==> config.mk <==
export PLATFORM = sky130hd
export DESIGN_NAME = stack_ctrl
export DESIGN_NICKNAME = d
export VERILOG_FILES = /design/src/rtl/stack_ctrl_pkg.sv /design/src/rtl/stack_ctrl.sv
export SDC_FILE = /design/constraint.sdc
export NUM_CORES = 1
export LEC_CHECK = 0
export BUFFER_PORTS_ARGS = -buffer_cell sky130_fd_sc_hd__buf_4
export CAP_MARGIN = 20
export CORE_ASPECT_RATIO = 0.5
export CORE_UTILIZATION = 55
export CTS_CLUSTER_SIZE = 16
export DETAILED_ROUTE_END_ITERATION = 16
export PLACE_DENSITY = 0.86
export RECOVER_POWER = 25
export SLEW_MARGIN = 10
export SYNTH_ARGS = -nofsm -noshare
export SYNTH_HDL_FRONTEND = slang
export SYNTH_SLANG_ARGS = --single-unit
==> constraint.sdc <==
create_clock -name clk -period 6.2 [get_ports clk]
set_clock_uncertainty 0.15 [all_clocks]
set_input_delay 0.62 -clock clk [delete_from_list [all_inputs] [get_ports clk]]
set_output_delay 0.62 -clock clk [all_outputs]
set_load 0.03 [all_outputs]
==> src/rtl/stack_ctrl_pkg.sv <==
// Shared definitions for the cached-top stack controller.
// Holds the data width, the op and FSM encodings, and the capacity
// expression, so that the controller and its users agree on them.
package stack_ctrl_pkg;

   // Data width of one stack entry.
   localparam int WIDTH = 8;

   // Op encoding on the op port.
   typedef logic [1:0] op_t;
   localparam op_t OP_NOP  = 2'd0;
   localparam op_t OP_PUSH = 2'd1;
   localparam op_t OP_POP  = 2'd2;
   localparam op_t OP_REPL = 2'd3;

   // Controller FSM encoding, kept as plain constants so that the encoding
   // stays stable for existing consumers.
   typedef logic [1:0] state_t;
   localparam state_t ST_INIT  = 2'd0;
   localparam state_t ST_RUN   = 2'd1;
   localparam state_t ST_FAULT = 2'd2;

   // Capacity: the cached TOS register plus every spill-memory word.
   function automatic int cap_of(input int depth);
      return (1 << depth) + 1;
   endfunction

endpackage

==> src/rtl/stack_ctrl.sv <==
// Stack controller with the top entry cached in a register.
// Older entries spill into an external memory that the parent owns
// (combinational read, synchronous write). After reset or a fault clear,
// the controller zeroes that memory once, one word per cycle, and only
// then starts taking ops. Overflow and underflow are sticky: the
// controller stops in FAULT until err_clr is asserted.
module stack_ctrl
   import stack_ctrl_pkg::*;
#(
   parameter int DEPTH = 4
) (
   input  logic             clk,
   input  logic             resetq,
   // op interface
   input  logic             op_valid,
   output logic             op_ready,
   input  op_t              op,
   input  logic [WIDTH-1:0] op_data,
   // stack view
   output logic [WIDTH-1:0] tos,
   output logic [WIDTH-1:0] nos,
   output logic [DEPTH:0]   count,
   output logic             empty,
   output logic             full,
   // sticky errors
   output logic             err_ovf,
   output logic             err_unf,
   input  logic             err_clr,
   // spill memory port
   output logic [DEPTH-1:0] mem_ra,
   input  logic [WIDTH-1:0] mem_rd,
   output logic             mem_we,
   output logic [DEPTH-1:0] mem_wa,
   output logic [WIDTH-1:0] mem_wd
);

   localparam logic [DEPTH:0]   CAP        = (DEPTH+1)'(cap_of(DEPTH));
   localparam logic [DEPTH:0]   CNT_ONE    = (DEPTH+1)'(1);
   localparam logic [DEPTH:0]   CNT_TWO    = (DEPTH+1)'(2);
   localparam logic [DEPTH-1:0] SP_INIT    = '1;
   localparam logic [DEPTH-1:0] SWEEP_LAST = '1;

   state_t           state_reg,   state_next;
   logic [DEPTH-1:0] sweep_reg,   sweep_next;
   logic [DEPTH-1:0] sp_reg,      sp_next;
   logic [DEPTH:0]   count_reg,   count_next;
   logic [WIDTH-1:0] tos_reg,     tos_next;
   logic             err_ovf_reg, err_ovf_next;
   logic             err_unf_reg, err_unf_next;

   logic             in_run;
   logic             fire;
   logic             is_empty;
   logic             is_full;
   logic             spill;
   logic [DEPTH-1:0] sp_inc;
   logic [DEPTH-1:0] sp_dec;

   // Handshake and occupancy decode shared by the next-state and memory logic.
   always_comb begin
      in_run   = (state_reg == ST_RUN);
      fire     = op_valid && in_run;
      is_empty = (count_reg == '0);
      is_full  = (count_reg == CAP);
      sp_inc   = sp_reg + 1'b1;
      sp_dec   = sp_reg - 1'b1;
      // A push onto a non-empty, non-full stack moves the old top to memory.
      spill    = fire && (op == OP_PUSH) && !is_empty && !is_full;
   end

   // Next-state logic: init sweep, op execution and fault handling.
   always_comb begin
      state_next   = state_reg;
      sweep_next   = sweep_reg;
      sp_next      = sp_reg;
      count_next   = count_reg;
      tos_next     = tos_reg;
      err_ovf_next = err_ovf_reg;
      err_unf_next = err_unf_reg;

      case (state_reg)
         ST_INIT: begin
            // The counter wraps back to zero on the last word, so it is
            // already at zero for the next sweep.
            sweep_next = sweep_reg + 1'b1;
            if (sweep_reg == SWEEP_LAST) begin
               state_next = ST_RUN;
            end
         end

         ST_RUN: begin
            if (op_valid) begin
               case (op)
                  OP_PUSH: begin
                     if (is_full) begin
                        err_ovf_next = 1'b1;
                        state_next   = ST_FAULT;
                     end else if (is_empty) begin
                        // The first entry lives only in the cached top.
                        tos_next   = op_data;
                        count_next = CNT_ONE;
                     end else begin
                        sp_next    = sp_inc;
                        tos_next   = op_data;
                        count_next = count_reg + 1'b1;
                     end
                  end
                  OP_POP: begin
                     if (is_empty) begin
                        err_unf_next = 1'b1;
                        state_next   = ST_FAULT;
                     end else if (count_reg == CNT_ONE) begin
                        // Nothing is left in memory, so sp stays put.
                        tos_next   = '0;
                        count_next = '0;
                     end else begin
                        tos_next   = mem_rd;
                        sp_next    = sp_dec;
                        count_next = count_reg - 1'b1;
                     end
                  end
                  OP_REPL: begin
                     if (is_empty) begin
                        err_unf_next = 1'b1;
                        state_next   = ST_FAULT;
                     end else begin
                        tos_next = op_data;
                     end
                  end
                  default: begin
                     // NOP leaves every register as it is.
                  end
               endcase
            end
         end

         ST_FAULT: begin
            // err_clr empties the stack and schedules a fresh memory sweep.
            if (err_clr) begin
               err_ovf_next = 1'b0;
               err_unf_next = 1'b0;
               count_next   = '0;
               tos_next     = '0;
               sp_next      = SP_INIT;
               sweep_next   = '0;
               state_next   = ST_INIT;
            end
         end

         default: begin
            // Unused encoding: go back through a full clean start.
            state_next = ST_INIT;
            sweep_next = '0;
         end
      endcase
   end

   // Memory write port: the init sweep writes zeros, and otherwise only a
   // spill writes the old top.
   always_comb begin
      mem_we = 1'b0;
      mem_wa = sweep_reg;
      mem_wd = '0;
      if (state_reg == ST_INIT) begin
         mem_we = 1'b1;
         mem_wa = sweep_reg;
         mem_wd = '0;
      end else if (spill) begin
         mem_we = 1'b1;
         mem_wa = sp_inc;
         mem_wd = tos_reg;
      end
   end

   // State registers, with asynchronous active-low reset.
   always_ff @(posedge clk or negedge resetq) begin
      if (!resetq) begin
         state_reg   <= ST_INIT;
         sweep_reg   <= '0;
         sp_reg      <= SP_INIT;
         count_reg   <= '0;
         tos_reg     <= '0;
         err_ovf_reg <= 1'b0;
         err_unf_reg <= 1'b0;
      end else begin
         state_reg   <= state_next;
         sweep_reg   <= sweep_next;
         sp_reg      <= sp_next;
         count_reg   <= count_next;
         tos_reg     <= tos_next;
         err_ovf_reg <= err_ovf_next;
         err_unf_reg <= err_unf_next;
      end
   end

   // Output drive. nos comes straight from the memory read at sp, and is
   // forced to zero when memory holds no live entry.
   always_comb begin
      op_ready = in_run;
      tos      = tos_reg;
      nos      = (count_reg >= CNT_TWO) ? mem_rd : '0;
      count    = count_reg;
      empty    = is_empty;
      full     = is_full;
      err_ovf  = err_ovf_reg;
      err_unf  = err_unf_reg;
      mem_ra   = sp_reg;
   end

endmodule

==> impl_metrics.py, run 1 <==
metrics = {
    "critical_path": {
        "required_ns": 5.43,
        "cp.arrival_ns": 2.94,
        "timing.rr.start": "state_reg[0]",
        "max_stage_delay_ns": 0.92,
        "cp-start-kind": "flip-flop",
        "reg2reg_to": "tos[4]",
        "cp_top_family": "simple AND/OR/NAND/NOR gates",
        "path_buf_inv": 2,
        "crit_path_end_kind": "primary output",
        "critPathKind": "flip-flop to primary output",
        "reg2reg_depth": 6,
        "rrSetupSlack_ns": 3.41,
        "cp_cell_sequence": "inv_1 -> ha_1 -> and4bb_2 -> nor4_2 -> mux2_2 -> buf_4",
        "critical_path.slowest_cell": "nor4_2",
        "critPathMaxFanout": 12,
    },
    "detailed_routing": {
        "remaining_drc_errors": 0,
        "drtPass1Iterations": 6,
        "drtIter0Drc": 219,
        "via_count": 1924,
        "wl_um": 5170,
        "wl_per_cell_um": 16.31,
        "ant_nets": 0,
        "routed_via_density": 6.069,
    },
    "floorplanning": {
        "die_w_um": 86.55,
        "die-area_um2": 3831,
        "initial_core_util_pct": 61.66,
        "dieHeight_um": 44.27,
        "core_um2": 3188,
        "io_pins": 65,
        "placement_rows": 14,
    },
    "power": {
        "p_leak_nw": 1.146,
        "irDropWorstVdd_mv": 0.3583,
        "powerDensity_nw_per_um2": 570.0,
    },
    "placement": {
        "io_buffers": 64,
        "dp_hpwl_um": 3754,
        "place_congestion": 0.9081,
    },
    "global_route": {
        "antenna_found_initial": 0,
        "grt.busiest_layer": "met2",
        "grt_max_degree": 27,
        "use_met1_pct": 35.03,
        "grt_pass1_vias": 1723,
        "gr-total-overflow": 0,
        "grt_use_total_pct": 27.68,
        "grt.met2_usage_pct": 48.89,
        "use_met3_pct": 5.784,
        "grt_first_pass_wirelength_um": 8086,
    },
    "cts": {
        "cts_root_buf": "clkbuf_8",
        "path_clk_slew_ns": 0.09,
        "cts_resized": 0,
        "clkLatencyLatePin_ns": 0.28,
        "clockBufferDepth": 2,
        "hold_buffers": 0,
        "cts_sinks": 25,
        "cts.htree.levels": 1,
        "postCtsSetupRepairBufs": 0,
        "cts_tree": "done",
        "cts_made_buffers": 3,
    },
    "sta": {
        "setup_viol": 0,
        "rsz0062_at_grt": "no",
        "finalHoldViolations": 0,
        "final-max-slew-violation-count": 0,
        "min_period_over_period_pct": 59.88,
        "fmax_mhz": 269.4,
        "finalHoldWorstSlack_ns": 0.3669,
        "period_minus_slack_ns": 3.713,
        "maxSlewHeadroom_pct": 6.970,
        "setup-tns-final_ns": 0,
        "tightest_slew_ns": 1.395,
    },
    "status": {
        "status": "finished clean",
    },
    "synthesis": {
        "synth_top_family_by_area": "simple AND/OR/NAND/NOR gates",
        "synthTopCellsByCount": "dfrtp_1, and2_1, nand3_1",
        "muxShareOfSynthArea_pct": 10.76,
        "synth_nets": 247,
        "ys.flop_type": "dfrtp_1",
        "synthesis.instances": 212,
        "synthTopCellsByArea": "dfrtp_1, mux2_2, ha_1, dfstp_2, and2_1",
        "mappedNetlistArea_um2": 1966,
        "ys_seq_elements": 25,
        "async_flop_share_pct": 100.0,
        "synth_top_cell_by_area": "dfrtp_1",
        "avgSynthCellArea_um2": 9.272,
        "yosysSeqAreaShare_pct": 32.08,
        "ys_warn_count": 0,
        "yosysMostFrequentCell": "dfrtp_1",
        "synth_top_area_share_pct": 26.73,
        "synth_edf_count": 0,
        "synthSimpleGateAreaFrac_pct": 24.51,
        "synth_fa_ha_area_share_pct": 8.275,
        "synth-xor-area-share_pct": 1.782,
        "synth-compound-area-share_pct": 16.68,
        "ys_types": 49,
    },
    "cells_and_area": {
        "drive_gt1_share_pct": 36.06,
        "nets": 305,
        "n_fill_cell": 218,
        "diodes": 0,
        "area_growth_pct": 27.12,
        "largest_reg_flops": 8,
    },
    "job": {
        "maxCapViolations": 0,
    },
    "hold_path": {
        "hold_depth": 1,
        "hp-class": "flip-flop to flip-flop",
        "hold_start": "err_unf",
        "hold_path_end": "err_unf",
    },
}
-- power by group --
| part | switching [mW] | internal, mW | leakage [nW] |
|---|---|---|---|
| clock | 0.0540 | 0.0461 | 0.0228 |
| sequential | 0.0759 | 0.242 | 0.305 |
| combinational | 0.611 | 0.395 | 0.818 |
| total | 0.741 | 0.683 | 1.15 |
-- final cells by class --
type	count	area, um2	area share [%]
inverter	11	53.80	2.153
multi-input combinational	164	1225	49.02
sequential	25	630.6	25.24
tap	48	60.06	2.404
clock buffer	4	45.04	1.803
timing repair buffer	65	484.2	19.38
-- cell usage in the layout (no fill, tap or decap), types with 2 or more instances in the layout --
master,Yosys,routed
nor2_1,4,4
a21oi_1,11,11
and3_1,2,2
nand3_1,16,16
mux2_1,2,2
nand2b_1,7,7
nor2b_1,3,3
or4b_2,2,2
inv_1,10,10
dfrtp_1,21,21
dfstp_2,4,4
clkbuf_8,0,3
mux2i_1,2,2
buf_4,0,64
o31ai_1,7,7
o41ai_1,3,3
nand2_1,14,14
o21ai_0,6,6
nor4_1,7,6
mux2_2,15,15
nor3_1,5,5
clkbuf_1,7,2
and2_1,16,16
a32oi_1,3,3
ha_1,13,13
xnor2_1,3,3
a31oi_1,3,3
-- stage by stage --
stage                     worst slack, ns  power (mW)  cell area [um2]  utilization, %  std cells
final                               2.487       1.424             2499           78.38        317
after floorplan                     3.003       1.023             1966               -        212
after detailed placement            2.798       1.315             2457           77.08        313
after CTS                           2.476       1.421             2502           78.49        317
after global placement              2.932       1.282             2457           77.08        313
after global routing                2.306       1.511             2499           78.38        317
-- worst max path at each step --
stage	startpoint	to	slack (ns)	cells past startpoint
detailed placement	state_reg[1]	mem_wa[2]	2.80	6
global route	count[0]	mem_wa[2]	2.31	7
finish	count[1]	mem_wa[2]	2.49	6
floorplan	count[1]	mem_wa[1]	3.00	7
CTS	state_reg[1]	mem_wa[2]	2.48	6
global placement	count[0]	mem_wa[3]	2.93	7
-- logic make-up (layout without fill, tap and decap cells) --
| family | after synthesis | in the layout |
|---|---|---|
| compound gates | 45 | 45 |
| buf+inv | 23 | 80 |
| flops | 25 | 25 |
| mux | 19 | 19 |
| xor+xnor | 4 | 4 |
| fa+ha+maj | 13 | 13 |
| simple gates | 83 | 83 |
-- worst reg2reg max path, cell delays in order, from the launching register on --
cell      delay [ns]
dfrtp_1         0.40
inv_1           0.11
ha_1            0.53
nand2b_1        0.28
nand3_1         0.30
a21oi_2         0.50
mux2_2          0.40
-- layer usage --
| metal | vias up | share of wire, % |
|---|---|---|
| li1 | 901 | - |
| met1 | 895 | 41 |
| met2 | 114 | 48 |
| met3 | 14 | 9.7 |
| met4 | 0 | 1.3 |
| met5 | - | 0 |
Power figures use the tool's default switching activity.
==> inputs of run 2 (changes only) <==
CORE_UTILIZATION = 46   (was 55)
PLACE_DENSITY = 0.77   (was 0.86)
clock period = 3.3 ns   (was 6.2 ns; I/O delays follow)
==> run 2 against run 1 <==
  * Clock power up 89%
  * Final area up 1.9%
  * Critical path depth up 1
  * Critical endpoint is now mem_wd[4]
  * Setup slack worse by 2.2 ns
  * First-iteration DRC count down 42%
  * Highest routed layer unchanged
==> impl_metrics.py, run 2 (synthesis gave the netlist of run 1 again) <==
metrics = {
    "status": {
        "status": "finished clean",
    },
    "power": {
        "p_sw_share_pct": 51.56,
        "p_int_mw": 1.301,
        "p_switching_mw": 1.385,
        "p_leak_nw": 1.171,
        "seqPwrFrac_pct": 22.4,
        "pwr-share-comb_pct": 70.5,
        "powerDensity_nw_per_um2": 1055,
        "irDropWorstVdd_mv": 0.4410,
        "clkPwrFrac_pct": 7.0,
    },
    "global_route": {
        "antenna_found_initial": 0,
        "grt_pass1_vias": 1632,
        "use_met3_pct": 4.673,
        "grt_use_total_pct": 22.87,
        "grt.met2_usage_pct": 40.58,
        "grt.busiest_layer": "met2",
        "grt_first_pass_wirelength_um": 7783,
        "gr-total-overflow": 0,
        "use_met1_pct": 29.16,
        "grt_max_degree": 26,
    },
    "floorplanning": {
        "placement_rows": 16,
        "die-area_um2": 4555,
        "dieHeight_um": 48.23,
        "io_pins": 65,
        "core_um2": 4004,
        "die_w_um": 94.45,
        "initial_core_util_pct": 49.09,
    },
    "cells_and_area": {
        "nets": 310,
        "diodes": 0,
        "largest_reg_flops": 8,
        "final_common_cell": "buf_4",
        "most-common-layout-cells": "buf_4, dfrtp_1, and2_1, nand3_1, mux2_2",
        "final_cell_count_no_fill": 328,
        "area_growth_pct": 29.54,
        "drive_gt1_share_pct": 36.86,
    },
    "critical_path": {
        "crit_path_end_kind": "primary output",
        "reg2reg_depth": 7,
        "critPathKind": "flip-flop to primary output",
        "reg2reg_to": "state_reg[1]",
        "rrSetupSlack_ns": 0.84,
        "critPathMaxFanout": 8,
        "cp.arrival_ns": 2.57,
        "timing.rr.start": "count[0]",
        "cp-start-kind": "flip-flop",
        "required_ns": 2.82,
    },
    "placement": {
        "dp_cells": 323,
        "dp_hpwl_um": 3821,
        "io_buffers": 64,
        "place_congestion": 0.8601,
        "pre_cts_ws_ns": 0.5477,
    },
    "sta": {
        "setup-tns-final_ns": 0,
        "final-max-slew-violation-count": 0,
        "maxSlewHeadroom_pct": 3.634,
        "fmax_mhz": 327.5,
        "rsz0062_at_grt": "no",
        "final.setup.worst_slack_ns": 0.2466,
        "period_minus_slack_ns": 3.053,
        "tightest_slew_ns": 1.445,
        "min_period_over_period_pct": 92.53,
        "finalHoldViolations": 0,
        "setup_viol": 0,
    },
    "cts": {
        "cts_tree": "done",
        "clkLatencyLatePin_ns": 0.27,
        "cts.htree.levels": 1,
        "cts_sinks": 25,
        "cts_root_buf": "clkbuf_8",
        "clockBufferDepth": 2,
        "path_clk_slew_ns": 0.09,
        "cts_made_buffers": 3,
    },
    "detailed_routing": {
        "remaining_drc_errors": 0,
        "ant_nets": 0,
        "via_count": 1858,
        "drtIter0Drc": 126,
        "wl_per_cell_um": 15.83,
        "drtPass1Iterations": 4,
        "routed_via_density": 5.665,
        "wl_um": 5192,
    },
    "hold_path": {
        "hp-class": "primary input to flip-flop",
        "hold_start": "op_data[5]",
        "hold_depth": 4,
        "hold_path_end": "tos[5]",
    },
    "job": {
        "maxCapViolations": 0,
    },
}
[run 2: cell types whose count changed in the layout (fill, tap and decap cells not counted)]
cell,before,now
buf_4,64,68
dlygate4sd3_1,0,1
[run 2: area by class of cell]
class | instances | area [um2]
tap | 54 | 67.56
timing repair buffer | 70 | 524.3
fill | 349 | 1458
inverter | 11 | 53.80
sequential | 25 | 630.6
clock buffer | 4 | 45.04
multi-input combinational | 164 | 1225
[run 2: worst max-delay path, cell delays in order (launching register included)]
cell      delay [ns]
dfrtp_1         0.48
inv_1           0.12
ha_1            0.21
and4bb_2        0.32
nor4_2          0.59
buf_4           0.27
and2_1          0.14
buf_4           0.16
[run 2: routing by layer]
metal / part of all wire, % / vias to the layer above
met2: 48 / 58
met3: 4.8 / 6
met1: 45 / 883
met5: 0 / -
met4: 1.6 / 0
li1: - / 911
[run 2: stage by stage]
| stage | util (%) | total power [mW] | area [um2] | hold WS (ns) |
|---|---|---|---|---|
| global placement | 62.31 | 2.445 | 2495 | 0.1064 |
| detailed placement | 62.31 | 2.489 | 2495 | 0.1089 |
| CTS | 63.69 | 2.688 | 2550 | 0.2847 |
| finish | 63.59 | 2.686 | 2546 | 0.2896 |
| global route | 63.59 | 2.872 | 2546 | 0.2996 |
| floorplan | - | 1.922 | 1966 | -0.1156 |
[run 2: what timing repair did]
item / 4_1_cts / 5_1_grt
setup buffers: 0 / 0
hold buffers: 1 / 0
hold endpoints to repair: 21 / 0
gates resized for setup: 0 / 0
[run 2: worst max-delay path by stage]
stage	from	endpoint	slack, ns	depth (start not counted)
2_1_floorplan	count[1]	mem_wa[1]	0.39	7
3_3_place_gp	count[1]	mem_wa[2]	0.66	6
3_5_place_dp	count[1]	mem_wd[4]	0.55	7
4_1_cts	count[1]	mem_wd[4]	0.23	7
5_1_grt	count[0]	mem_wd[4]	0.10	8
6_report	count[1]	mem_wd[4]	0.25	7
[run 2: power by group through the flow]
stage | clock [mW] | sequential [mW] | combinational (mW)
after floorplan | 0 | 0.769 | 1.15
after global placement | 0 | 0.593 | 1.85
after detailed placement | 0 | 0.603 | 1.89
after CTS | 0.196 | 0.598 | 1.89
after global routing | 0.207 | 0.624 | 2.04
final | 0.189 | 0.603 | 1.89
